### src/rtl/instr_fetch_unit_if.sv
// rtl/instr_fetch_unit_if.sv - fetch unit bus: instruction memory, decode handoff, branch feedback, halt
interface instr_fetch_unit_if #(
  parameter int PC_W = 64
);
  logic            imem_req;
  logic [PC_W-1:0] imem_addr;
  logic            imem_ack;
  logic [31:0]     imem_rdata;
  logic [31:0]     instr;
  logic [PC_W-1:0] instr_pc;
  logic            instr_valid;
  logic            instr_ready;
  logic            branch;
  logic            uncond_branch;
  logic            zero;
  logic [PC_W-1:0] br_imm;
  logic            halt;
  logic            halted;

  modport master (
    output imem_req, imem_addr, instr, instr_pc, instr_valid, halted,
    input  imem_ack, imem_rdata, instr_ready, branch, uncond_branch, zero, br_imm, halt
  );

  modport slave (
    input  imem_req, imem_addr, instr, instr_pc, instr_valid, halted,
    output imem_ack, imem_rdata, instr_ready, branch, uncond_branch, zero, br_imm, halt
  );
endinterface

### src/rtl/instr_fetch_unit.sv
// rtl/instr_fetch_unit.sv - non-pipelined fetch stage owning the PC; FETCH_STATS_EN adds fetch/taken counters
module instr_fetch_unit #(
  parameter int              PC_W     = 64,
  parameter logic [PC_W-1:0] RESET_PC = '0
) (
  input  logic              CLK,
  input  logic              Reset_L,
  instr_fetch_unit_if.master bus
`ifdef FETCH_STATS_EN
  ,
  output logic [31:0]       stat_fetched,
  output logic [31:0]       stat_taken
`endif
);

  typedef enum logic [1:0] {
    IDLE = 2'd0,
    REQ  = 2'd1,
    HOLD = 2'd2,
    HALT = 2'd3
  } state_t;

  state_t          state;
  state_t          state_nxt;
  logic [PC_W-1:0] pc;
  logic [PC_W-1:0] next_pc;
  logic [31:0]     instr_q;
  logic [PC_W-1:0] instr_pc_q;
  logic            taken;
  logic            handshake;

  // Branch resolution only matters in the HOLD handshake cycle; elsewhere it is unused.
  assign handshake = (state == HOLD) && bus.instr_ready;
  assign taken     = bus.uncond_branch | (bus.branch & bus.zero);
  assign next_pc   = taken ? (pc + (bus.br_imm << 2)) : (pc + PC_W'(4));

  assign bus.imem_addr = pc;
  assign bus.instr     = instr_q;
  assign bus.instr_pc  = instr_pc_q;

  // State register.
  always_ff @(posedge CLK or negedge Reset_L) begin
    if (!Reset_L) begin
      state <= IDLE;
    end else begin
      state <= state_nxt;
    end
  end

  // Next-state and handshake outputs; HALT is left only through reset.
  always_comb begin
    state_nxt       = state;
    bus.imem_req    = 1'b0;
    bus.instr_valid = 1'b0;
    bus.halted      = 1'b0;
    case (state)
      IDLE: begin
        state_nxt = REQ;
      end
      REQ: begin
        bus.imem_req = 1'b1;
        if (bus.imem_ack) begin
          state_nxt = HOLD;
        end
      end
      HOLD: begin
        bus.instr_valid = 1'b1;
        if (bus.instr_ready) begin
          state_nxt = bus.halt ? HALT : REQ;
        end
      end
      HALT: begin
        bus.halted = 1'b1;
      end
      default: begin
        state_nxt = IDLE;
      end
    endcase
  end

  // PC advance on consume, instruction capture on memory ack (ack outside REQ is ignored).
  always_ff @(posedge CLK or negedge Reset_L) begin
    if (!Reset_L) begin
      pc         <= RESET_PC;
      instr_q    <= '0;
      instr_pc_q <= '0;
    end else begin
      if ((state == REQ) && bus.imem_ack) begin
        instr_q    <= bus.imem_rdata;
        instr_pc_q <= pc;
      end
      if (handshake) begin
        pc <= next_pc;
      end
    end
  end

`ifdef FETCH_STATS_EN
  // Consumed-instruction and taken-branch counters; they freeze once HALT is reached.
  always_ff @(posedge CLK or negedge Reset_L) begin
    if (!Reset_L) begin
      stat_fetched <= '0;
      stat_taken   <= '0;
    end else if (handshake) begin
      stat_fetched <= stat_fetched + 32'd1;
      if (taken) begin
        stat_taken <= stat_taken + 32'd1;
      end
    end
  end
`endif

endmodule

### src/flat_wrapper.sv
// flat-port wrapper written by rule: the top's interface ports become plain ports
module instr_fetch_unit_flat 
#(
  parameter int              PC_W     = 64,
  parameter logic [PC_W-1:0] RESET_PC = '0
)
  (CLK, Reset_L, bus_imem_req, bus_imem_addr, bus_instr, bus_instr_pc, bus_instr_valid, bus_halted, bus_imem_ack, bus_imem_rdata, bus_instr_ready, bus_branch, bus_uncond_branch, bus_zero, bus_br_imm, bus_halt);
  instr_fetch_unit_if #(.PC_W(PC_W)) bus_i ();
  input  logic CLK;
  input  logic Reset_L;
  output wire logic [$bits(bus_i.imem_req)-1:0] bus_imem_req;
  output wire logic [$bits(bus_i.imem_addr)-1:0] bus_imem_addr;
  output wire logic [$bits(bus_i.instr)-1:0] bus_instr;
  output wire logic [$bits(bus_i.instr_pc)-1:0] bus_instr_pc;
  output wire logic [$bits(bus_i.instr_valid)-1:0] bus_instr_valid;
  output wire logic [$bits(bus_i.halted)-1:0] bus_halted;
  input wire logic [$bits(bus_i.imem_ack)-1:0] bus_imem_ack;
  input wire logic [$bits(bus_i.imem_rdata)-1:0] bus_imem_rdata;
  input wire logic [$bits(bus_i.instr_ready)-1:0] bus_instr_ready;
  input wire logic [$bits(bus_i.branch)-1:0] bus_branch;
  input wire logic [$bits(bus_i.uncond_branch)-1:0] bus_uncond_branch;
  input wire logic [$bits(bus_i.zero)-1:0] bus_zero;
  input wire logic [$bits(bus_i.br_imm)-1:0] bus_br_imm;
  input wire logic [$bits(bus_i.halt)-1:0] bus_halt;
  assign bus_imem_req = bus_i.imem_req;
  assign bus_imem_addr = bus_i.imem_addr;
  assign bus_instr = bus_i.instr;
  assign bus_instr_pc = bus_i.instr_pc;
  assign bus_instr_valid = bus_i.instr_valid;
  assign bus_halted = bus_i.halted;
  assign bus_i.imem_ack = bus_imem_ack;
  assign bus_i.imem_rdata = bus_imem_rdata;
  assign bus_i.instr_ready = bus_instr_ready;
  assign bus_i.branch = bus_branch;
  assign bus_i.uncond_branch = bus_uncond_branch;
  assign bus_i.zero = bus_zero;
  assign bus_i.br_imm = bus_br_imm;
  assign bus_i.halt = bus_halt;
  instr_fetch_unit #(.PC_W(PC_W), .RESET_PC(RESET_PC)) u_core (.CLK(CLK), .Reset_L(Reset_L), .bus(bus_i));
endmodule
### config.mk
export PLATFORM = sky130hd
export DESIGN_NAME = instr_fetch_unit_flat
export DESIGN_NICKNAME = d
export VERILOG_FILES = /design/src/rtl/instr_fetch_unit_if.sv /design/src/rtl/instr_fetch_unit.sv /design/src/flat_wrapper.sv
export SDC_FILE = /design/constraint.sdc
export NUM_CORES = 1
export LEC_CHECK = 0
export BUFFER_PORTS_ARGS = -buffer_cell sky130_fd_sc_hd__buf_4
export CAP_MARGIN = 10
export CORE_AREA = 2 2 139 168
export CTS_CLUSTER_SIZE = 8
export DETAILED_ROUTE_END_ITERATION = 10
export DIE_AREA = 0 0 141 170
export PLACE_DENSITY = 0.69
export SLEW_MARGIN = 10
export SYNTH_ARGS = -nofsm -noshare
export SYNTH_HDL_FRONTEND = slang
export SYNTH_SLANG_ARGS = --single-unit
### constraint.sdc
create_clock -name CLK -period 3.8 [get_ports CLK]
set_input_delay 0.38 -clock CLK [delete_from_list [all_inputs] [get_ports CLK]]
set_output_delay 0.38 -clock CLK [all_outputs]
set_load 0.01 [all_outputs]
==> Word-level counts from Yosys, hierarchy flattened <==
Index checks and enable logic that the tools add are counted.
{ "op_classes": {"eq_ne": 5, "n_bitwise": 2, "n_mux": 8, "n_addsub": 2, "reduce_logical": 5} }
{ "ops": {"columns": ["operator", "count"], "rows": [
  ["adder 64 x 3 -> 64 bit (second input constant)", 1],
  ["adder 64 bit", 1],
  ["two-way mux 64 bit", 1],
  ["two-way mux 2 bit", 3],
  ["case mux 2 bit (3 select lines)", 1],
  ["== test 2 bit (second input constant)", 2],
  ["!= test 2 bit (second input constant)", 2],
  ["two-way mux 1 bit", 3],
  ["AND reduction 3 bit", 1],
  ["nonzero test 3 bit", 1],
  ["== test 2 x 1 -> 1 bit (second input constant)", 1],
  ["logical AND 1 bit", 2],
  ["zero test 2 bit", 1],
  ["bitwise AND 1 bit", 1],
  ["OR 1 bit", 1]
]} }
{ "word_totals": {"input_bits": 104, "word_cells": 26, "regBits": 162} }

==> Depth between registers and ports, before layout <==
Gate-level depths: netlist of the first run.
{ "logic_depth": {"word_depth": 3, "ltp_mapped": 16, "depth_no_buf": 15} }

==> Worst setup path before layout of the first run <==
Ideal clock, no wire load.
{ "synth_timing": {"kind": "input to register", "from": "input bus_branch", "to": "register u_core.pc[60] (netlist: u_core.bus.imem_addr[60])", "path_slack_ps": 120, "cell_stages": 16, "t_required_ps": 3713, "setup_ps": 87, "arrival_time_ps": 3593, "cell_sequence": "a21oi_1 -> clkbuf_1 -> or2_2 -> ha_1 -> inv_1 -> fa_1 -> nor2b_1 -> o211ai_1 -> a31oi_1 -> o2111ai_1 -> a21oi_1 -> a31oi_1 -> o31ai_4 -> a32oi_1 -> mux2_1 -> o211ai_1"} }
{ "synth_via": {"elab_chain_cells": 3} }
{ "synth_lines": {"columns": ["element", "line_no", "text"], "rows": [
  ["start: declaration", "flat_wrapper.sv:20", "input wire logic [$bits(bus_i.branch)-1:0] bus_branch;"],
  ["bitwise AND 1 bit", "instr_fetch_unit.sv:34", "assign taken = bus.uncond_branch | (bus.branch & bus.zero);"],
  ["OR 1 bit", "instr_fetch_unit.sv:34", null],
  ["two-way mux 64 bit", "instr_fetch_unit.sv:35", "assign next_pc = taken ? (pc + (bus.br_imm << 2)) : (pc + PC_W'(4));"],
  ["end signal: assignment", "instr_fetch_unit.sv:93", "pc <= next_pc;"],
  ["end: declaration", "instr_fetch_unit.sv:25", "logic [PC_W-1:0] pc;"]
]} }
Every way passes these cells.
A chain may end at the register's enable or synchronous reset.

==> Worst setup path in the final report of the first run <==
{ "layout_timing": {"from": "register u_core.pc[2] (netlist: u_core.bus.imem_addr[2])", "to": "register u_core.pc[60] (netlist: u_core.bus.imem_addr[60])"} }
{ "layout_via": {"elab_chain_cells": 2, "elab_cells_between_ends": 3, "classes_between": "2 x add/sub; 1 x mux"} }
{ "layout_lines": {"columns": ["element", "line_no"], "rows": [
  ["adder 64 x 3 -> 64 bit / adder 64 bit (equally long branches)", "instr_fetch_unit.sv:35"],
  ["two-way mux 64 bit (*)", "instr_fetch_unit.sv:35"]
]} }
Mark *: on every way between the ends. The rest lies on a longest branch, timed or not.

==> impl_metrics.json, run 1 <==
{
  "run_status": "finished, final reports clean",
  "netlist_top_cells_area": "dfrtp_1 40%, mux2_2 11%, ha_1 8.3%",
  "crit_path_start_kind": "flop",
  "dr.pass1.iters": 5,
  "die-area_um2": 24000,
  "synth_top_family_by_area": "compound AO/OA/AOI/OAI gates",
  "grtUsageTotal": 0.218,
  "cts.reportedPaths.clkPinSlew_ns": 0.08,
  "cts_buffers": 17,
  "cts_htree_levels": 4,
  "via_count": 8551,
  "cp_common_cell": "o211ai_1",
  "max-cap-violations": 0,
  "power_density_nw_per_um2": 786,
  "ant_nets": 0,
  "cts_buffer_depth": 2,
  "tns_ns": 0,
  "cp_top_family": "compound AO/OA/AOI/OAI gates",
  "irDropWorstVdd_uv": 337,
  "insertion_delay_ns": 0.44,
  "synth_enable_flop_cells": 0,
  "min_period_ns": 3.45,
  "worstMarginPinSlew_ns": 1.13,
  "fp.dieH_um": 170,
  "die_w_um": 141,
  "met3_length_um": 1190,
  "antenna_found_initial": 1,
  "yosysTopAreaCell": "dfrtp_1",
  "drt-total-wl_um": 26300,
  "synth_adder_area_share": 0.0853,
  "start_util": 0.445,
  "io-pin-count": 267,
  "synth-seq-area-share": 0.399,
  "yosysWarnings": 0,
  "std_cell_rows": 60,
  "syn2layout_area_growth_pct": 31.6,
  "fill_cells": 1964,
  "wl_per_cell_um": 16.4,
  "leakage_nw": 6.44,
  "setup_violations": 0,
  "hpwl_um": 19700,
  "finalCritPeriodShare": 0.908,
  "synth-main-ff-cell": "dfrtp_1",
  "layout-drive-gt1-share": 0.351,
  "crit_arrival_ns": 3.80,
  "fin_nets": 1476,
  "syn_area_um2": 9920,
  "route.met2.wl_um": 13000,
  "crit_path_cell_trace": "ha_1 > inv_1 > fa_1 > nor2b_1 > o211ai_1 > a31oi_2 > o2111ai_1 > a21oi_1 > buf_4 > a31oi_1 > o31ai_4 > a32oi_1 > mux2_1 > o211ai_1",
  "hold_violations": 0,
  "ys_ff_latch": 158,
  "async_reset_ff_frac": 1.00,
  "crit_fanout": 5,
  "fin_skew_ns": 0.0112,
  "layout.cells.non_filler": 1598,
  "dr.max_layer_used": "met4",
  "globalRouteOverflowTotal": 0,
  "synth_top_area_share": 0.399,
  "slew_headroom": 0.246,
  "report.final.slew_viol_count": 0,
  "post-cts-setup-buffers": 0,
  "path_class": "reg2reg",
  "cts_sinks": 158,
  "port-buffer-count": 260,
  "gp_congestion": 0.885,
  "slowest_stage": "dfrtp_1",
  "synthXorXnorAreaFrac": 0.0486,
  "max_stage_delay_ns": 0.45,
  "grt_start_max_net_pins": 121,
  "cts_tree": "built",
  "viasPerCell": 5.35,
  "grt_pass1_vias": 8430,
  "crit_required_ns": 4.15,
  "timing.fmax_mhz": 290,
  "synthMuxAreaShare": 0.109,
  "synth_compound_area_frac": 0.179,
  "drc": 0,
  "rsz0062_at_grt": "false",
  "cts_resized": 0,
  "syn_inst": 1018,
  "root_buffer": "clkbuf_16",
  "core_area_um2": 22300,
  "syn_avg_cell_area_um2": 9.74,
  "crit_path_end_kind": "flop",
  "dpl.cell_count": 1565,
  "critPathBufInv": 2,
  "grt_pass1_wl_um": 42000,
  "wl_met1_um": 11600,
  "hold_class": "in2async",
  "synth_cell_types": 70,
  "drt_iter0_drc": 362,
  "synthSimpleGateAreaFrac": 0.146,
  "hold_buffers": 0
}
-- synthesized netlist by cell type (4+ instances only) --
| cell type | number |
|---|---|
| o21ai_1 | 5 |
| inv_1 | 23 |
| o21ai_0 | 80 |
| nand3_1 | 17 |
| dfrtp_1 | 158 |
| o21a_1 | 7 |
| nor3_1 | 10 |
| clkbuf_1 | 35 |
| mux2_2 | 93 |
| nand4_1 | 17 |
| nand2_1 | 115 |
| nand2b_1 | 9 |
| buf_4 | 4 |
| a21o_1 | 33 |
| ha_1 | 66 |
| xor2_1 | 21 |
| a211o_1 | 4 |
| a21oi_1 | 76 |
| nor2b_1 | 61 |
| and4_1 | 4 |
| o21bai_1 | 18 |
| a31oi_1 | 9 |
| and3_1 | 5 |
| xnor2_1 | 34 |
| nor2_1 | 36 |
| o211ai_1 | 8 |
| a21boi_0 | 5 |
| o31ai_1 | 5 |
| buf_1 | 4 |
-- layout by cell type (no fill, tap or decap), types with 4 or more instances in the layout --
master,netlist,final
a211o_1,4,4
a21boi_0,5,5
a21o_1,33,33
a21oi_1,76,75
a31oi_1,9,8
and3_1,5,5
and4_1,4,4
buf_4,4,312
clkbuf_16,0,17
conb_1,1,4
dfrtp_1,158,158
ha_1,66,66
inv_1,23,23
inv_8,0,6
mux2_2,93,93
nand2_1,115,113
nand2b_1,9,9
nand3_1,17,17
nand4_1,17,17
nor2_1,36,36
nor2b_1,61,61
nor3_1,10,10
o211ai_1,8,8
o21a_1,7,7
o21ai_0,80,80
o21ai_1,5,5
o21bai_1,18,18
o31ai_1,5,5
xnor2_1,34,34
xor2_1,21,21
-- stage by stage --
| stage | util | setup WS [ns] | hold slack [ns] | power, mW | instance area [um^2] |
|---|---|---|---|---|---|
| 2_1_floorplan | - | 0.120 | 0.0844 | 6.25 | 9930 |
| 3_3_place_gp | 0.558 | -0.116 | 0.467 | 8.44 | 12500 |
| 3_5_place_dp | 0.558 | -0.175 | 0.492 | 8.56 | 12500 |
| 4_1_cts | 0.585 | 0.213 | 0.113 | 10.3 | 13000 |
| 5_1_grt | 0.585 | 0.0428 | 0.134 | 11.0 | 13100 |
| 6_report | 0.585 | 0.348 | 0.0283 | 10.3 | 13100 |
-- worst reg2reg max path, stage by stage (launching register included) --
cell	delay [ns]
dfrtp_1	0.45
ha_1	0.21
inv_1	0.05
fa_1	0.38
nor2b_1	0.18
o211ai_1	0.14
a31oi_2	0.26
o2111ai_1	0.18
a21oi_1	0.23
buf_4	0.14
a31oi_1	0.17
o31ai_4	0.36
a32oi_1	0.19
mux2_1	0.33
o211ai_1	0.09
-- path summary, 6_finish.rpt --
kind / depth (start not counted) / slack, ns / end / from
min: 1 / 0.03 / u_core.bus.instr_pc[17] / Reset_L
min in group CLK: 2 / 0.17 / u_core.bus.instr[16] / bus_imem_rdata[16]
max: 14 / 0.35 / u_core.bus.imem_addr[60] / u_core.bus.imem_addr[2]
max reg2reg: 14 / 0.35 / u_core.bus.imem_addr[60] / u_core.bus.imem_addr[2]
max in group asynchronous: 2 / 2.94 / u_core.bus.instr_pc[58] / Reset_L
min reg2reg: 2 / 0.49 / u_core.bus.instr_pc[3] / u_core.bus.instr_pc[3]
-- area by class of cell --
cell class | count | area (um^2) | share of cell area
well taps | 279 | 349 | 0.0267
multi-input cells | 790 | 5670 | 0.435
repair buffers | 315 | 2390 | 0.183
inverters | 23 | 86.3 | 0.00661
diodes | 1 | 2.50 | 0.000192
clock inverters | 15 | 166 | 0.0128
clock buffers | 17 | 425 | 0.0326
flip-flops and latches | 158 | 3950 | 0.303
-- state kept, by name (all words and copies together), names as in the netlist --
signal                cells
u_core.bus.imem_addr     62
u_core.state              2
u_core.bus.instr_pc      62
u_core.bus.instr         32
-- report_power, final --
part           internal (mW)  switching [mW]
clock                  0.887           0.863
combinational           2.77            2.69
sequential              2.44           0.613
-- kinds of logic (layout without fill, tap and decap cells) --
kind of cell / Yosys count / after routing
multiplexers: 96 / 96
adder cells (fa/ha/maj): 67 / 67
XOR/XNOR: 55 / 55
other: 1 / 5
AO/OA/AOI/OAI: 277 / 277
flip-flops: 158 / 158
AND/OR/NAND/NOR: 291 / 291
buffers and inverters: 73 / 370
-- metal layers --
| metal | global-route usage | up-vias |
|---|---|---|
| li1 | - | 4209 |
| met1 | 0.274 | 4068 |
| met2 | 0.384 | 244 |
| met3 | 0.0363 | 30 |
| met4 | 0.0683 | 0 |
| met5 | 0 | - |
(Power assumes the default switching activity.)
==> run 2: changes to the inputs <==
--- a/config.mk
+++ b/config.mk
@@ -7,11 +7,10 @@
 export LEC_CHECK = 0
 export BUFFER_PORTS_ARGS = -buffer_cell sky130_fd_sc_hd__buf_4
 export CAP_MARGIN = 10
-export CORE_AREA = 2 2 139 168
+export CORE_AREA = 2 2 147 178
 export CTS_CLUSTER_SIZE = 8
 export DETAILED_ROUTE_END_ITERATION = 10
-export DIE_AREA = 0 0 141 170
-export PLACE_DENSITY = 0.69
+export DIE_AREA = 0 0 149 180
 export SLEW_MARGIN = 10
 export SYNTH_ARGS = -nofsm -noshare
 export SYNTH_HDL_FRONTEND = slang
==> impl_metrics.json, run 2 (synthesized netlist as in run 1, its figures left out) <==
{
  "run_status": "finished, final reports clean",
  "layout_commonest_cell": "buf_4",
  "fill_cells": 2329,
  "grt_start_max_net_pins": 121,
  "start_util": 0.395,
  "wl_per_cell_um": 16.0,
  "insertion_delay_ns": 0.44,
  "slew_headroom": 0.237,
  "power_density_nw_per_um2": 774,
  "dr.max_layer_used": "met4",
  "hold_class": "in2reg",
  "holdPathStages": 2,
  "cts_buffer_depth": 2,
  "crit_arrival_ns": 3.79,
  "grtUsageTotal": 0.209,
  "stdcell_area_um2": 13600,
  "reg2reg_to": "u_core.bus.imem_addr[60]",
  "final_util": 0.539,
  "dpl_cell_area_um2": 13000,
  "rsz0062_at_grt": "false",
  "die_w_um": 149,
  "globalRouteOverflowTotal": 0,
  "setup_violations": 0,
  "crit_required_ns": 4.08,
  "port-buffer-count": 260,
  "power_mw": 10.5,
  "wl_met1_um": 12000,
  "gp_congestion": 0.899,
  "antenna_found_initial": 1,
  "dpl.cell_count": 1682,
  "met3_length_um": 1400,
  "cts_htree_levels": 4,
  "ant_nets": 0,
  "cts_tree": "built",
  "core_area_um2": 25100,
  "fp.dieH_um": 180,
  "min_to": "u_core.bus.instr[19]",
  "grt_pass1_wl_um": 45200,
  "worstMarginPinSlew_ns": 1.15,
  "whs_ns": 0.165,
  "syn2layout_area_growth_pct": 36.7,
  "drt-total-wl_um": 27500,
  "hold_violations": 0,
  "fin_nets": 1543,
  "layout-drive-gt1-share": 0.382,
  "reg2reg_slack_ns": 0.37,
  "crit_path_start_kind": "primary input",
  "root_buffer": "clkbuf_16",
  "path_class": "in2reg",
  "rr_worst_depth": 14,
  "report.final.slew_viol_count": 0,
  "viasPerCell": 5.05,
  "layout.cells.non_filler": 1715,
  "via_count": 8663,
  "cts_sinks": 158,
  "io-pin-count": 267,
  "min_from": "bus_imem_rdata[19]",
  "min_period_ns": 3.51,
  "hpwl_um": 21200,
  "route.met2.wl_um": 13600,
  "cts.reportedPaths.clkPinSlew_ns": 0.07,
  "timing.fmax_mhz": 285,
  "crit_fanout": 13,
  "drt_iter0_drc": 387,
  "finalCritPeriodShare": 0.923,
  "fin_skew_ns": 0.0113,
  "grt_pass1_vias": 8867,
  "std_cell_rows": 64,
  "cts_buffers": 17,
  "crit_path_end_kind": "flop",
  "drc": 0,
  "irDropWorstVdd_uv": 333,
  "leakage_nw": 6.73,
  "die-area_um2": 26800,
  "post-cts-setup-buffers": 0,
  "final_cell_mix": "380 x buf_4, 158 x dfrtp_1, 113 x nand2_1",
  "critical_path.reg2reg.startpoint": "u_core.bus.imem_addr[2]",
  "max-cap-violations": 0,
  "dr.pass1.iters": 5
}
run 2: changes by cell type in the layout (fill, tap and decap cells not counted):
cell / change
buf_12: -2
buf_4: +68
bufinv_16: +1
clkinv_2: +2
clkinv_4: +3
clkinv_8: -3
clkinvlp_4: +1
dlygate4sd3_1: +1
inv_8: -5
run 2: cell type report:
type / count / area, um^2 / share of cell area
antenna: 1 / 2.50 / 0.000184
clock buffer: 17 / 425 / 0.0314
clock inverter: 14 / 135 / 0.00996
inverter: 23 / 86.3 / 0.00636
multi-input combinational: 790 / 5670 / 0.418
sequential: 158 / 3950 / 0.291
tap: 330 / 413 / 0.0304
timing repair buffer: 382 / 2870 / 0.212
run 2: what timing repair did:
action | in CTS | in global routing
hold buffers | 1 | 0
setup endpoints to repair | 0 | 3
hold endpoints to repair | 64 | 0
resized for setup | 0 | 1
run 2: critical path, cell delays in order:
cell      delay (ns)
buf_4           0.12
a21oi_4         0.27
buf_4           0.27
nor2b_1         0.07
ha_1            0.33
nor2b_1         0.17
o211ai_1        0.25
a31oi_2         0.18
buf_4           0.17
o311a_1         0.29
or3_4           0.37
a31oi_4         0.25
o31ai_1         0.15
a41oi_1         0.29
xnor2_1         0.15
o21ai_1         0.07
run 2: worst max-delay path by stage:
stage	from	end	slack, ns	cells past startpoint
final	bus_branch	u_core.bus.imem_addr[54]	0.29	16
after global routing	bus_branch	u_core.bus.imem_addr[60]	0.03	17
after CTS	bus_branch	u_core.bus.imem_addr[60]	0.18	17
after detailed placement	bus_branch	u_core.bus.imem_addr[60]	-0.27	17
after global placement	bus_branch	u_core.bus.imem_addr[60]	-0.19	17
after floorplan	bus_branch	u_core.bus.imem_addr[60]	0.12	16
run 2: routing by layer:
layer  track usage  up-vias
li1              -     4333
met1         0.261     4073
met2         0.360      227
met5             0        -
met3        0.0353       30
met4        0.0770        0
run 2: power by group:
part	total (mW)	internal (mW)	switching, mW
combinational	5.78	3.02	2.76
sequential	3.05	2.44	0.604
clock	1.67	0.908	0.764
total	10.5	6.37	4.13
run 2: through the flow:
step	setup TNS (ns)	setup slack (ns)
3_5_place_dp	-2.25	-0.266
2_1_floorplan	0	0.120
6_report	0	0.291
4_1_cts	0	0.177
3_3_place_gp	-1.37	-0.193
5_1_grt	0	0.0349
